===== src/rtl/seq_det_pkg.sv =====
// Shared constants for the parameterised serial pattern detector.
package seq_det_pkg;

  // Default pattern length, counter width and power-up pattern
  localparam int                     DEF_PAT_W     = 4;
  localparam int                     DEF_CNT_W     = 8;
  localparam logic [DEF_PAT_W-1:0]   DEF_RESET_PAT = 4'b1011;

  // Overlap-mode encodings for the OVERLAP parameter
  localparam int                     OVERLAP_OFF   = 0;
  localparam int                     OVERLAP_ON    = 1;

endpackage


===== src/rtl/sat_counter.sv =====
// Saturating up-counter with synchronous clear; a clear that coincides
// with an increment leaves the counter at 1 so that event is not lost.
module sat_counter #(
  parameter int CNT_W = 8
) (
  input  logic             clk,
  input  logic             reset,
  input  logic             inc,
  input  logic             clr,
  output logic [CNT_W-1:0] count
);

  localparam logic [CNT_W-1:0] CNT_MAX = '1;

  logic [CNT_W-1:0] count_reg;

  // Counter register: clear wins, increment stops at all-ones
  always_ff @(posedge clk or negedge reset) begin
    if (!reset) begin
      count_reg <= '0;
    end else if (clr) begin
      count_reg <= inc ? CNT_W'(1) : '0;
    end else if (inc && (count_reg != CNT_MAX)) begin
      count_reg <= count_reg + CNT_W'(1);
    end
  end

  assign count = count_reg;

endmodule


===== src/rtl/seq_detector_param.sv =====
// Serial bit-pattern detector with a loadable pattern, overlap or
// non-overlap matching, a registered match pulse and a match counter.
module seq_detector_param
  import seq_det_pkg::*;
#(
  parameter int               PAT_W     = DEF_PAT_W,
  parameter int               OVERLAP   = OVERLAP_ON,
  parameter int               CNT_W     = DEF_CNT_W,
  parameter logic [PAT_W-1:0] RESET_PAT = PAT_W'(DEF_RESET_PAT)
) (
  input  logic                       clk,
  input  logic                       reset,
  input  logic                       en,
  input  logic                       x,
  input  logic                       load_pat,
  input  logic [PAT_W-1:0]           pat_in,
  input  logic                       clr_cnt,
  output logic                       w,
  output logic [$clog2(PAT_W+1)-1:0] fill,
  output logic [CNT_W-1:0]           match_count
);

  localparam int                FILL_W    = $clog2(PAT_W+1);
  localparam logic [FILL_W-1:0] FILL_FULL = FILL_W'(PAT_W);

  logic [PAT_W-1:0]  hist_reg;
  logic [PAT_W-1:0]  hist_next;
  logic [PAT_W-1:0]  hist_shift;
  logic [PAT_W-1:0]  pat_reg;
  logic [PAT_W-1:0]  pat_next;
  logic [FILL_W-1:0] fill_reg;
  logic [FILL_W-1:0] fill_next;
  logic [FILL_W-1:0] fill_inc;
  logic              match;
  logic              w_reg;

  // Next-state and match evaluation; the match looks at the post-shift
  // history so the pulse follows the edge that takes in the last bit
  always_comb begin
    hist_shift = {hist_reg[PAT_W-2:0], x};
    fill_inc   = (fill_reg == FILL_FULL) ? FILL_FULL : fill_reg + FILL_W'(1);
    match      = en && !load_pat && (fill_inc == FILL_FULL) && (hist_shift == pat_reg);
    hist_next  = hist_reg;
    fill_next  = fill_reg;
    pat_next   = pat_reg;
    if (load_pat) begin
      // A new pattern invalidates the history; the incoming x is dropped
      pat_next  = pat_in;
      hist_next = '0;
      fill_next = '0;
    end else if (en) begin
      hist_next = hist_shift;
      // Non-overlap mode demands a full set of fresh bits after each hit
      fill_next = (match && (OVERLAP == OVERLAP_OFF)) ? '0 : fill_inc;
    end
  end

  // State registers; reset restores the power-up pattern
  always_ff @(posedge clk or negedge reset) begin
    if (!reset) begin
      hist_reg <= '0;
      fill_reg <= '0;
      pat_reg  <= RESET_PAT;
      w_reg    <= 1'b0;
    end else begin
      hist_reg <= hist_next;
      fill_reg <= fill_next;
      pat_reg  <= pat_next;
      w_reg    <= match;
    end
  end

  sat_counter #(
    .CNT_W (CNT_W)
  ) u_match_cnt (
    .clk   (clk),
    .reset (reset),
    .inc   (match),
    .clr   (clr_cnt),
    .count (match_count)
  );

  assign w    = w_reg;
  assign fill = fill_reg;

endmodule


===== config.mk =====
export PLATFORM = sky130hd
export DESIGN_NAME = seq_detector_param
export DESIGN_NICKNAME = d
export VERILOG_FILES = /design/src/rtl/seq_det_pkg.sv /design/src/rtl/sat_counter.sv /design/src/rtl/seq_detector_param.sv
export SDC_FILE = /design/constraint.sdc
export NUM_CORES = 1
export LEC_CHECK = 0
export BUFFER_PORTS_ARGS = -buffer_cell sky130_fd_sc_hd__buf_4
export CORE_MARGIN = 2
export CORE_UTILIZATION = 30
export CTS_BUF_LIST = sky130_fd_sc_hd__clkbuf_8 sky130_fd_sc_hd__clkbuf_16
export DETAILED_ROUTE_END_ITERATION = 10
export GPL_TIMING_DRIVEN = 0
export PLACE_DENSITY = 0.46
export SKIP_LAST_GASP = 1
export SLEW_MARGIN = 20
export SYNTH_ARGS = -nofsm -noshare
export SYNTH_HDL_FRONTEND = slang
export SYNTH_SLANG_ARGS = --single-unit

===== constraint.sdc =====
create_clock -name clk -period 2.6 [get_ports clk]
set_input_delay 0.13 -clock clk [delete_from_list [all_inputs] [get_ports clk]]
set_output_delay 0.13 -clock clk [all_outputs]
set_load 0.005 [all_outputs]

==> impl_metrics.py <==
metrics = {
    "run_status": {
        "status": "finished clean",
    },
    "layout": {
        "syn_to_final_growth_pct": 25.8,
        "fin_nets": 135,
        "largest_reg_flops": 8,
        "num_antenna_cells": 0,
        "final_cells": 167,
        "fin_area_mm2": 0.00128,
        "fill_cells": 343,
        "layout-drive-gt1-share": 0.281,
    },
    "global_route": {
        "grt_start_max_net_pins": 20,
        "grt_pass1_wl_um": 3750,
        "grt_remaining_overflow": 0,
        "grt_antenna_before_repair": 0,
        "grt_pass1_vias": 809,
        "grt_usage": 0.121,
    },
    "critical_path": {
        "path_cells": "inv_1 -> ha_1 -> nand2b_1 -> a211oi_4 -> nand4_4 -> nor3_1 -> mux2_1",
        "cp_max_fo": 10,
        "crit_path_top_delay_cell": "dfrtp_1",
        "crit_path_end_kind": "register",
        "path_delay_family": "simple AND/OR/NAND/NOR gates",
        "cpPeakStageDelay_ns": 0.42,
        "crit_buf_inv": 1,
        "cp.arrival_ns": 2.29,
        "critPathRequiredTime_ns": 2.75,
        "worst-setup-path-type": "reg2reg",
        "worstSetupStartpointType": "register",
    },
    "yosys": {
        "syn_inst": 96,
        "synth_cell_types": 33,
        "netlist.area_leader.share": 0.394,
        "synth_nets": 109,
        "yosys.area.top_type": "dfrtp_1",
        "yosysWarnings": 0,
        "netlist_area_mm2": 0.00102,
        "ys_ff_latch": 19,
        "yosysSeqAreaShare": 0.471,
        "synth.area.top_cells": "dfrtp_1 39%, dfstp_2 7.7%, mux2_2 4.4%, a21oi_1 3.9%, ha_1 3.7%",
        "syn_avg_cell_area_um2": 10.6,
    },
    "drt": {
        "drt_iter0_drc": 19,
        "vias_per_cell": 4.59,
        "vias": 767,
        "drc": 0,
        "firstDrtPassIters": 4,
        "wl_per_cell_um": 12.1,
        "detail-route-antenna-nets": 0,
        "drt-total-wl_um": 2030,
    },
    "clock_tree": {
        "root_buffer": "clkbuf_8",
        "ctsResizeCount": 0,
        "clk_pin_slew_ns": 0.08,
        "cts_buffers": 3,
        "cts.sinks": 19,
        "clk_path_buf_depth": 2,
        "clk_latency_ns": 0.26,
        "tritoncts": "built",
        "cts_max_level": 1,
    },
    "timing": {
        "slew_headroom": 0.695,
        "finClkSkew_ns": 0.00537,
        "worst_pin_slew_ns": 0.457,
        "setup_tns_ns": 0,
        "finalSetupViolations": 0,
        "hold_viol_final": 0,
        "period_needed_ns": 2.14,
        "post-route-period-util": 0.824,
        "max_freq_ghz": 0.467,
        "slew_violations": 0,
        "rsz0062_at_grt": "no",
    },
    "floorplan": {
        "die_x_um": 62.2,
        "start_util": 0.310,
        "die_area_mm2": 0.00387,
        "num_rows": 21,
        "die_h_um": 62.2,
        "fp.coreArea_mm2": 0.00328,
        "pin_count": 22,
    },
    "job": {
        "drv_cap": 0,
    },
    "worst_hold_path": {
        "hold_class": "in2reg",
    },
    "power": {
        "ir_drop_mv": 0.169,
        "power.density_mw_per_mm2": 461,
        "p_leak_nw": 0.569,
        "total_power_uw": 590,
    },
    "placed_design": {
        "io_buffers": 20,
        "dp.cells": 162,
        "gp_congestion": 0.746,
        "post_dp_cell_area_mm2": 0.00122,
        "hpwlAfterDp_um": 1440,
    },
}
layout make-up:
type / instances / area, um2 / share of cell area
buffer: 3 / 12.5 / 0.00978
clock buffer: 3 / 41.3 / 0.0323
clock inverter: 1 / 3.75 / 0.00293
inverter: 3 / 11.3 / 0.00880
multi-input combinational: 71 / 514 / 0.402
sequential: 19 / 479 / 0.374
tap: 46 / 57.6 / 0.0450
timing repair buffer: 21 / 160 / 0.125
synthesized netlist by cell type (all sizes together):
cell type,count
nand3b,1
nor2b,2
nand4,3
nor2,6
inv,2
xnor2,1
o21ai,7
clkinv,1
a21oi,8
and3,1
dfstp,3
nor4b,1
xor2,3
ha,3
and2,1
buf,2
nand4b,1
a211oi,1
nor3,3
clkbuf,1
mux2,5
or3,4
nand2b,5
nand3,4
and4,1
mux2i,3
nand2,5
and4b,2
dfrtp,16
per-layer routing:
| metal | up-vias | part of all wire | GRT usage |
|---|---|---|---|
| met5 | - | 0 | 0 |
| met4 | 0 | 0.0094 | 0.0583 |
| met3 | 2 | 0.030 | 0.0254 |
| met2 | 8 | 0.47 | 0.181 |
| met1 | 367 | 0.50 | 0.168 |
| li1 | 390 | - | - |
path summary, 6_finish.rpt:
path                            start                    to  slack, ns  cells past startpoint
min reg2reg                pat_reg[2]            pat_reg[2]       0.54                      1
max reg2reg                   fill[0]  u_match_cnt.count[5]       0.46                      7
min in group asynchronous       reset  u_match_cnt.count[7]       0.28                      2
min                         pat_in[3]            pat_reg[3]       0.10                      2
max                           fill[0]  u_match_cnt.count[5]       0.46                      7
max in group asynchronous       reset            pat_reg[0]       2.04                      2
repair_timing:
item                      CTS  global route
hold buffers                1             0
hold endpoints to repair   19             0
setup buffers               0             0
worst reg2reg max path, stage by stage (launching register included):
cell and delay, ns:
dfrtp_1 0.42, inv_1 0.08, ha_1 0.30, nand2b_1 0.18
a211oi_4 0.28, nand4_4 0.19, nor3_1 0.24, mux2_1 0.34
cells in the final DEF (no fill, tap or decap), types with 4 or more instances in the layout:
master / count
nand2b_1: 5
buf_4: 20
nand3_1: 4
a21oi_1: 8
o21ai_0: 5
or3_1: 4
nor2_1: 6
nand2_1: 5
dfrtp_1: 16
mux2_2: 4
through the flow:
stage	setup WS [ns]	util	hold slack, ns
2_1_floorplan	0.594	-	-0.166
3_3_place_gp	0.469	0.373	0.0257
3_5_place_dp	0.445	0.373	0.0261
4_1_cts	0.433	0.390	0.0958
5_1_grt	0.292	0.390	0.0938
6_report	0.459	0.390	0.104
cells by family (layout without fill, tap and decap cells):
kind of cell,Yosys count,count (layout),share of synthesized area
flops,19,19,0.471
compound gates,16,16,0.0935
simple gates,40,40,0.256
mux,8,8,0.0849
xor+xnor,4,4,0.0344
buf+inv,6,31,0.0234
fa+ha+maj,3,3,0.0369
power by group:
group          internal (mW)  total [mW]  switching (mW)
sequential             0.309       0.318         0.00854
combinational         0.0334      0.0666          0.0332
clock                  0.105       0.206           0.101
(Power assumes the default switching activity.)
